`src/rtl/alu_pkg.sv`:
```
// Shared constants and the decoded-beat type for the ALU issue slot.
// The optional skid entry in alu_issue is enabled by defining ALU_ISSUE_SKID_EN.
package alu_pkg;

    localparam int ALU_W = 32;

    localparam logic [3:0] ALUC_ADDU = 4'b0000;
    localparam logic [3:0] ALUC_SUBU = 4'b0001;
    localparam logic [3:0] ALUC_ADD  = 4'b0010;
    localparam logic [3:0] ALUC_SUB  = 4'b0011;
    localparam logic [3:0] ALUC_AND  = 4'b0100;
    localparam logic [3:0] ALUC_OR   = 4'b0101;
    localparam logic [3:0] ALUC_XOR  = 4'b0110;
    localparam logic [3:0] ALUC_NOR  = 4'b0111;
    localparam logic [3:0] ALUC_LUI  = 4'b1000;
    localparam logic [3:0] ALUC_SLTU = 4'b1010;
    localparam logic [3:0] ALUC_SLT  = 4'b1011;
    localparam logic [3:0] ALUC_SRA  = 4'b1100;
    localparam logic [3:0] ALUC_SRL  = 4'b1101;
    localparam logic [3:0] ALUC_SLL  = 4'b1110;

    localparam logic [5:0] OP_RTYPE = 6'h00;
    localparam logic [5:0] OP_BEQ   = 6'h04;
    localparam logic [5:0] OP_BNE   = 6'h05;
    localparam logic [5:0] OP_ADDI  = 6'h08;
    localparam logic [5:0] OP_ADDIU = 6'h09;
    localparam logic [5:0] OP_SLTI  = 6'h0A;
    localparam logic [5:0] OP_SLTIU = 6'h0B;
    localparam logic [5:0] OP_ANDI  = 6'h0C;
    localparam logic [5:0] OP_ORI   = 6'h0D;
    localparam logic [5:0] OP_XORI  = 6'h0E;
    localparam logic [5:0] OP_LUI   = 6'h0F;
    localparam logic [5:0] OP_LW    = 6'h23;
    localparam logic [5:0] OP_SW    = 6'h2B;

    localparam logic [5:0] FN_SLL  = 6'h00;
    localparam logic [5:0] FN_SRL  = 6'h02;
    localparam logic [5:0] FN_SRA  = 6'h03;
    localparam logic [5:0] FN_SLLV = 6'h04;
    localparam logic [5:0] FN_SRLV = 6'h06;
    localparam logic [5:0] FN_SRAV = 6'h07;
    localparam logic [5:0] FN_ADD  = 6'h20;
    localparam logic [5:0] FN_ADDU = 6'h21;
    localparam logic [5:0] FN_SUB  = 6'h22;
    localparam logic [5:0] FN_SUBU = 6'h23;
    localparam logic [5:0] FN_AND  = 6'h24;
    localparam logic [5:0] FN_OR   = 6'h25;
    localparam logic [5:0] FN_XOR  = 6'h26;
    localparam logic [5:0] FN_NOR  = 6'h27;
    localparam logic [5:0] FN_SLT  = 6'h2A;
    localparam logic [5:0] FN_SLTU = 6'h2B;

    typedef struct packed {
        logic [ALU_W-1:0] a;
        logic [ALU_W-1:0] b;
        logic [3:0]       aluc;
        logic [4:0]       wreg;
        logic             we;
        logic             illegal;
    } alu_issue_t;

    function automatic logic [ALU_W-1:0] sext16(input logic [15:0] imm);
        return {{16{imm[15]}}, imm};
    endfunction

    function automatic logic [ALU_W-1:0] zext16(input logic [15:0] imm);
        return {16'h0000, imm};
    endfunction

endpackage

```
`src/rtl/alu_decode.sv`:
```
// Combinational MIPS decode of instr/rs/rt into ALU operands and writeback control.
module alu_decode
    import alu_pkg::*;
(
    input  logic [31:0]      instr,
    input  logic [ALU_W-1:0] rs_val,
    input  logic [ALU_W-1:0] rt_val,
    output alu_issue_t       dec
);

    logic [5:0]  opcode_s;
    logic [5:0]  funct_s;
    logic [4:0]  rt_s;
    logic [4:0]  rd_s;
    logic [4:0]  shamt_s;
    logic [15:0] imm_s;

    assign opcode_s = instr[31:26];
    assign rt_s     = instr[20:16];
    assign rd_s     = instr[15:11];
    assign shamt_s  = instr[10:6];
    assign funct_s  = instr[5:0];
    assign imm_s    = instr[15:0];

    alu_issue_t raw_s;
    logic       legal_s;
    logic       writes_s;

    // Field selection per instruction class; illegal encodings collapse to an all-zero beat.
    always_comb begin
        raw_s      = '0;
        legal_s    = 1'b1;
        writes_s   = 1'b1;
        raw_s.a    = rs_val;
        raw_s.b    = rt_val;
        raw_s.wreg = rt_s;
        case (opcode_s)
            OP_RTYPE: begin
                raw_s.wreg = rd_s;
                case (funct_s)
                    FN_ADD:  raw_s.aluc = ALUC_ADD;
                    FN_ADDU: raw_s.aluc = ALUC_ADDU;
                    FN_SUB:  raw_s.aluc = ALUC_SUB;
                    FN_SUBU: raw_s.aluc = ALUC_SUBU;
                    FN_AND:  raw_s.aluc = ALUC_AND;
                    FN_OR:   raw_s.aluc = ALUC_OR;
                    FN_XOR:  raw_s.aluc = ALUC_XOR;
                    FN_NOR:  raw_s.aluc = ALUC_NOR;
                    FN_SLT:  raw_s.aluc = ALUC_SLT;
                    FN_SLTU: raw_s.aluc = ALUC_SLTU;
                    FN_SLL:  begin raw_s.aluc = ALUC_SLL; raw_s.a = {27'd0, shamt_s};     end
                    FN_SRL:  begin raw_s.aluc = ALUC_SRL; raw_s.a = {27'd0, shamt_s};     end
                    FN_SRA:  begin raw_s.aluc = ALUC_SRA; raw_s.a = {27'd0, shamt_s};     end
                    FN_SLLV: begin raw_s.aluc = ALUC_SLL; raw_s.a = {27'd0, rs_val[4:0]}; end
                    FN_SRLV: begin raw_s.aluc = ALUC_SRL; raw_s.a = {27'd0, rs_val[4:0]}; end
                    FN_SRAV: begin raw_s.aluc = ALUC_SRA; raw_s.a = {27'd0, rs_val[4:0]}; end
                    default: legal_s = 1'b0;
                endcase
            end
            OP_ADDI:  begin raw_s.aluc = ALUC_ADD;  raw_s.b = sext16(imm_s); end
            OP_ADDIU: begin raw_s.aluc = ALUC_ADDU; raw_s.b = sext16(imm_s); end
            OP_SLTI:  begin raw_s.aluc = ALUC_SLT;  raw_s.b = sext16(imm_s); end
            OP_SLTIU: begin raw_s.aluc = ALUC_SLTU; raw_s.b = sext16(imm_s); end
            OP_ANDI:  begin raw_s.aluc = ALUC_AND;  raw_s.b = zext16(imm_s); end
            OP_ORI:   begin raw_s.aluc = ALUC_OR;   raw_s.b = zext16(imm_s); end
            OP_XORI:  begin raw_s.aluc = ALUC_XOR;  raw_s.b = zext16(imm_s); end
            OP_LUI:   begin raw_s.aluc = ALUC_LUI;  raw_s.b = zext16(imm_s); raw_s.a = 32'd0; end
            OP_LW:    begin raw_s.aluc = ALUC_ADDU; raw_s.b = sext16(imm_s); end
            OP_SW:    begin raw_s.aluc = ALUC_ADDU; raw_s.b = sext16(imm_s); writes_s = 1'b0; end
            OP_BEQ, OP_BNE: begin
                raw_s.aluc = ALUC_SUBU;
                raw_s.wreg = 5'd0;
                writes_s   = 1'b0;
            end
            default: legal_s = 1'b0;
        endcase
    end

    // Final beat: $0 never gets written.
    always_comb begin
        dec = '0;
        if (legal_s) begin
            dec         = raw_s;
            dec.we      = writes_s && (raw_s.wreg != 5'd0);
            dec.illegal = 1'b0;
        end else begin
            dec.illegal = 1'b1;
        end
    end

endmodule

```
`src/rtl/alu_issue.sv`:
```
// Registered valid/ready issue slot feeding the ALU; decode happens in alu_decode.
// Define ALU_ISSUE_SKID_EN to add a skid entry that registers in_ready.
module alu_issue
    import alu_pkg::*;
#(
    parameter int DATA_W = 32
) (
    input  logic              clk,
    input  logic              rst_n,
    input  logic              flush,
    input  logic              in_valid,
    output logic              in_ready,
    input  logic [31:0]       instr,
    input  logic [DATA_W-1:0] rs_val,
    input  logic [DATA_W-1:0] rt_val,
    output logic              out_valid,
    input  logic              out_ready,
    output logic [DATA_W-1:0] out_a,
    output logic [DATA_W-1:0] out_b,
    output logic [3:0]        out_aluc,
    output logic [4:0]        out_wreg,
    output logic              out_we,
    output logic              out_illegal
);

    alu_issue_t dec_s;
    alu_issue_t out_q;
    alu_issue_t out_d;
    logic       out_valid_q;
    logic       out_valid_d;
    logic       take_s;
    logic       drain_s;

    alu_decode u_decode (
        .instr  (instr),
        .rs_val (rs_val),
        .rt_val (rt_val),
        .dec    (dec_s)
    );

    assign take_s  = in_valid && in_ready;
    assign drain_s = out_valid_q && out_ready;

`ifdef ALU_ISSUE_SKID_EN
    alu_issue_t skid_q;
    alu_issue_t skid_d;
    logic       skid_valid_q;
    logic       skid_valid_d;
    logic       in_ready_q;
    logic       in_ready_d;

    // in_ready_q mirrors "skid empty"; reset and flush only gate it, out_ready never reaches it.
    assign in_ready = rst_n && !flush && in_ready_q;

    // Slot/skid next state: skid refills the slot on drain, stalled accepts park in the skid.
    always_comb begin
        out_d        = out_q;
        out_valid_d  = out_valid_q;
        skid_d       = skid_q;
        skid_valid_d = skid_valid_q;
        if (flush) begin
            out_valid_d  = 1'b0;
            skid_valid_d = 1'b0;
        end else if (drain_s) begin
            if (skid_valid_q) begin
                out_d        = skid_q;
                skid_valid_d = 1'b0;
            end else if (take_s) begin
                out_d       = dec_s;
                out_valid_d = 1'b1;
            end else begin
                out_valid_d = 1'b0;
            end
        end else if (take_s) begin
            if (out_valid_q) begin
                skid_d       = dec_s;
                skid_valid_d = 1'b1;
            end else begin
                out_d       = dec_s;
                out_valid_d = 1'b1;
            end
        end else begin
            out_valid_d = out_valid_q;
        end
        in_ready_d = !skid_valid_d;
    end

    // State registers with synchronous active-low reset.
    always_ff @(posedge clk) begin
        if (!rst_n) begin
            out_q        <= '0;
            out_valid_q  <= 1'b0;
            skid_q       <= '0;
            skid_valid_q <= 1'b0;
            in_ready_q   <= 1'b1;
        end else begin
            out_q        <= out_d;
            out_valid_q  <= out_valid_d;
            skid_q       <= skid_d;
            skid_valid_q <= skid_valid_d;
            in_ready_q   <= in_ready_d;
        end
    end
`else
    assign in_ready = rst_n && !flush && (!out_valid_q || out_ready);

    // Single slot: reload on accept (covers drain+accept with no bubble), empty on drain.
    always_comb begin
        out_d       = out_q;
        out_valid_d = out_valid_q;
        if (flush) begin
            out_valid_d = 1'b0;
        end else if (take_s) begin
            out_d       = dec_s;
            out_valid_d = 1'b1;
        end else if (drain_s) begin
            out_valid_d = 1'b0;
        end else begin
            out_valid_d = out_valid_q;
        end
    end

    // State registers with synchronous active-low reset.
    always_ff @(posedge clk) begin
        if (!rst_n) begin
            out_q       <= '0;
            out_valid_q <= 1'b0;
        end else begin
            out_q       <= out_d;
            out_valid_q <= out_valid_d;
        end
    end
`endif

    assign out_valid   = out_valid_q;
    assign out_a       = out_q.a;
    assign out_b       = out_q.b;
    assign out_aluc    = out_q.aluc;
    assign out_wreg    = out_q.wreg;
    assign out_we      = out_q.we;
    assign out_illegal = out_q.illegal;

endmodule

```
`config.mk`:
```
export PLATFORM = sky130hd
export DESIGN_NAME = alu_issue
export DESIGN_NICKNAME = d
export VERILOG_FILES = /design/src/rtl/alu_pkg.sv /design/src/rtl/alu_decode.sv /design/src/rtl/alu_issue.sv
export SDC_FILE = /design/constraint.sdc
export NUM_CORES = 1
export LEC_CHECK = 0
export CAP_MARGIN = 20
export CORE_ASPECT_RATIO = 0.8
export CORE_UTILIZATION = 35
export CTS_BUF_LIST = sky130_fd_sc_hd__clkbuf_16
export DETAILED_ROUTE_END_ITERATION = 6
export PLACE_DENSITY = 0.73
export SETUP_SLACK_MARGIN = 0.02
export SLEW_MARGIN = 40
export SYNTH_ARGS = -nofsm -noshare
export SYNTH_HDL_FRONTEND = slang
export SYNTH_SLANG_ARGS = --single-unit
```
`constraint.sdc`:
```
create_clock -name clk -period 5.1 [get_ports clk]
set_clock_uncertainty 0.2 [all_clocks]
set_input_delay 1.02 -clock clk [delete_from_list [all_inputs] [get_ports clk]]
set_output_delay 1.02 -clock clk [all_outputs]
set_load 0.05 [all_outputs]
```
==> metrics.md <==
| Metric | Value |
|---|---|
| Status | finished clean |
| CP max-delay cell | clkdlybuf4s50_1 |
| Post-detailed-route DRC marker count | 0 |
| Die X | 110.0 µm |
| Seq pwr share | 0.411 |
| Post-cts resize count | 0 |
| Area Overhead vs Synth | 63.28% |
| Final worst-path cycle share | 0.7589 |
| Least-Margin Pin Slew | 0.7914 ns |
| Final WS setup | 1.230 ns |
| Area of the core | 9037 µm² |
| DR vias/cell | 5.057 |
| Pre-CTS WS | 0.9721 ns |
| Power Internal | 1.130 mW |
| Via count | 3,277 |
| Initial antenna violation count | 0 |
| Worst setup SP type | input port |
| Reg area | 1521 µm² |
| CP max FO | 7 |
| CTS Buffer Depth | 2 |
| Gpl congestion | 0.7541 |
| Sw frac | 0.2343 |
| Final Setup Violations | 0 |
| Endpoint class of the critical path | output port |
| RSZ-0062 raised after global routing | false |
| Post-DP HPWL | 7069 µm |
| Worst hold path startpoint | out_b[12] |
| Syn Area/Cell | 8.775 µm² |
| DR pass1 iterations | 4 |
| Port buffer count | 172 |
| TNS Setup | 0 ns |
| Yosys top cell area share | 0.4661 |
| Cells after synthesis | 372 |
| Nets | 630 |
| Routed WL per cell | 15.23 µm |
| Class of the most critical hold timing path | register to register |
| Clk network pwr share | 0.446 |
| Combinational share of power | 0.143 |
| Leak | 1.951 nW |
| Largest net degree at the start of global routing | 38 |
| # fillers | 832 |
| I/O Pins | 178 |
| Area leader, netlist | dfxtp_1 |
| Power, Total | 1.476 mW |
| Max Cap Violations | 0 |
| Most common cell in the netlist | dfxtp_1 |
| Critical path, cell by cell | clkdlybuf4s50_1 > nand2b_1 > nor2_1 > clkdlybuf4s50_1 |
| Post-Syn Nets | 473 |
| Share of cells above drive strength 1 | 0.06754 |
| Detailed Route WL | 9872 µm |
| Diodes inserted | 0 |
| Final hold violations | 0 |
| Post-DRT Antenna Nets | 0 |
| TritonCTS clock tree | built |
| Req. time, crit path | 3.88 ns |
| VDD IR max | 0.0002169 V |
| Mapped cell area | 3264 µm² |
| Initial Util | 0.3612 |
| Clock-pin slew on the worst setup and hold paths | 0.05 ns |
| CTS Buf Count | 9 |
| Pwr per Cell Area | 276.9 nW/µm² |
| Grt total ovfl | 0 |
| NetSw | 345.7 µW |
| Root Buffer | clkbuf_16 |
| DR iter-0 viols | 197 |
| Fmax achieved | 258.4 MHz |
| # H-tree levels | 3 |
| Synth unique cells | 47 |
| Warnings from Yosys | 0 |
| CP dominant cell by count | clkdlybuf4s50_1 |
| EDFF count, synth | 0 |
| Post-synthesis register bit count | 76 |
| Top cells by count, synth | dfxtp_1 (76), nand2_1 (57), o21ai_0 (39), nor2_1 (35), a22o_1 (27) |
| WS Path Type | input port to output port |
| Synth top area cells | dfxtp_1 (47%), a22o_1 (7.2%), nand2_1 (6.6%), o21ai_0 (6.0%), mux2i_1 (4.9%) |
| Number of global-route vias before repair | 3,016 |
| Post-CTS setup buffer count | 0 |
| Fraction of registers with async set/reset | 0 |
| Die span in y | 88.38 µm |
| First-pass GRT wire length | 14,850 µm |
| Post-layout util | 0.5898 |
| Slew margin rel. | 0.4708 |
| Reg-to-reg critical path startpoint | out_valid |
| Arr. time, crit path | 2.65 ns |
| Area of the multi-input gates | 1599 µm² |
| Final count of pins violating max slew | 0 |
| Fin crit period | 3.870 ns |
| Seq/Total Area, Yosys | 0.4661 |
| Max incr delay on CP | 0.81 ns |
| CTS Hold Bufs | 0 |
| Clock Sinks | 76 |
| Global Route Usage Sum | 0.2020 |
| Top_reg_cell synth | dfxtp_1 |
| Die ar. | 9720 µm² |
| Clk Latency, worst-skew pair | 0.33 ns |
| Critical Path Source | rst_n |
| Placement Rows | 31 |
## final cells by class
type / count / area share
repair buffers: 174 / 0.3258
multi-input cells: 262 / 0.3000
flip-flops and latches: 76 / 0.2854
clock buffers: 9 / 0.04225
well taps: 115 / 0.02700
clock inverters: 6 / 0.01526
inverters: 6 / 0.004225
## critical path: cells and delay by family
family,cells,cell delay [ns]
and+or+nand+nor,2,0.22
buffers and inverters,2,1.41
## worst paths after layout
check / to / slack [ns] / depth (start not counted)
setup / recovery: in_ready / 1.23 / 4
hold / removal: out_b[12] / 0.25 / 2
hold reg to reg: out_b[12] / 0.25 / 2
setup reg to reg: out_b[21] / 2.75 / 5
## per-layer routing
| metal | GRT usage | vias to the layer above | part of all wire |
|---|---|---|---|
| met3 | 0.08763 | 12 | 0.11 |
| met2 | 0.3199 | 140 | 0.45 |
| met5 | 0 | - | 0 |
| met1 | 0.2474 | 1492 | 0.43 |
| li1 | - | 1633 | - |
| met4 | 0.06424 | 0 | 0.011 |
## cells in the final DEF, fill, tap and decap left out, types with 2 or more instances in the layout
cell,count
buf_4,2
nor3b_1,5
bufinv_16,2
or4_4,3
nor3_1,3
a22oi_1,5
mux2i_1,16
nand2b_1,4
o21ai_0,39
a22o_1,27
nor4_1,2
a21oi_1,23
a211oi_1,2
nor2_1,35
a21o_1,2
nand2_1,57
clkdlybuf4s50_1,172
inv_1,7
clkbuf_16,9
nor2b_1,3
o21ai_2,11
dfxtp_1,76
## power groups by stage
stage	clock, mW	combinational (mW)	sequential [mW]
5_1_grt	0.704	0.225	0.608
4_1_cts	0.678	0.212	0.607
2_1_floorplan	0	0.0686	0.650
6_report	0.657	0.211	0.607
3_3_place_gp	0	0.207	0.620
3_5_place_dp	0	0.211	0.620
## per-stage QoR
step           cell area [µm²]  std cells  hold slack, ns
2_1_floorplan             3264        372          0.4737
3_3_place_gp              5017        633          0.2338
3_5_place_dp              5024        633          0.2442
4_1_cts                   5330        648          0.2577
5_1_grt                   5330        648          0.2770
6_report                  5330        648          0.2489
## flip-flops by register name (all words and copies together), names as in the netlist
| signal | cells |
|---|---|
| out_a | 32 |
| out_aluc | 4 |
| out_b | 32 |
| out_illegal | 1 |
| out_valid | 1 |
| out_we | 1 |
| out_wreg | 5 |
## logic make-up (layout without fill, tap and decap cells)
family | count (synthesis) | in the layout | synth area share
AND/OR/NAND/NOR | 122 | 122 | 0.1805
buffers and inverters | 34 | 195 | 0.04637
AO/OA/AOI/OAI | 124 | 124 | 0.2580
flip-flops | 76 | 76 | 0.4661
multiplexers | 16 | 16 | 0.04906
Power figures use the tool's default switching activity.
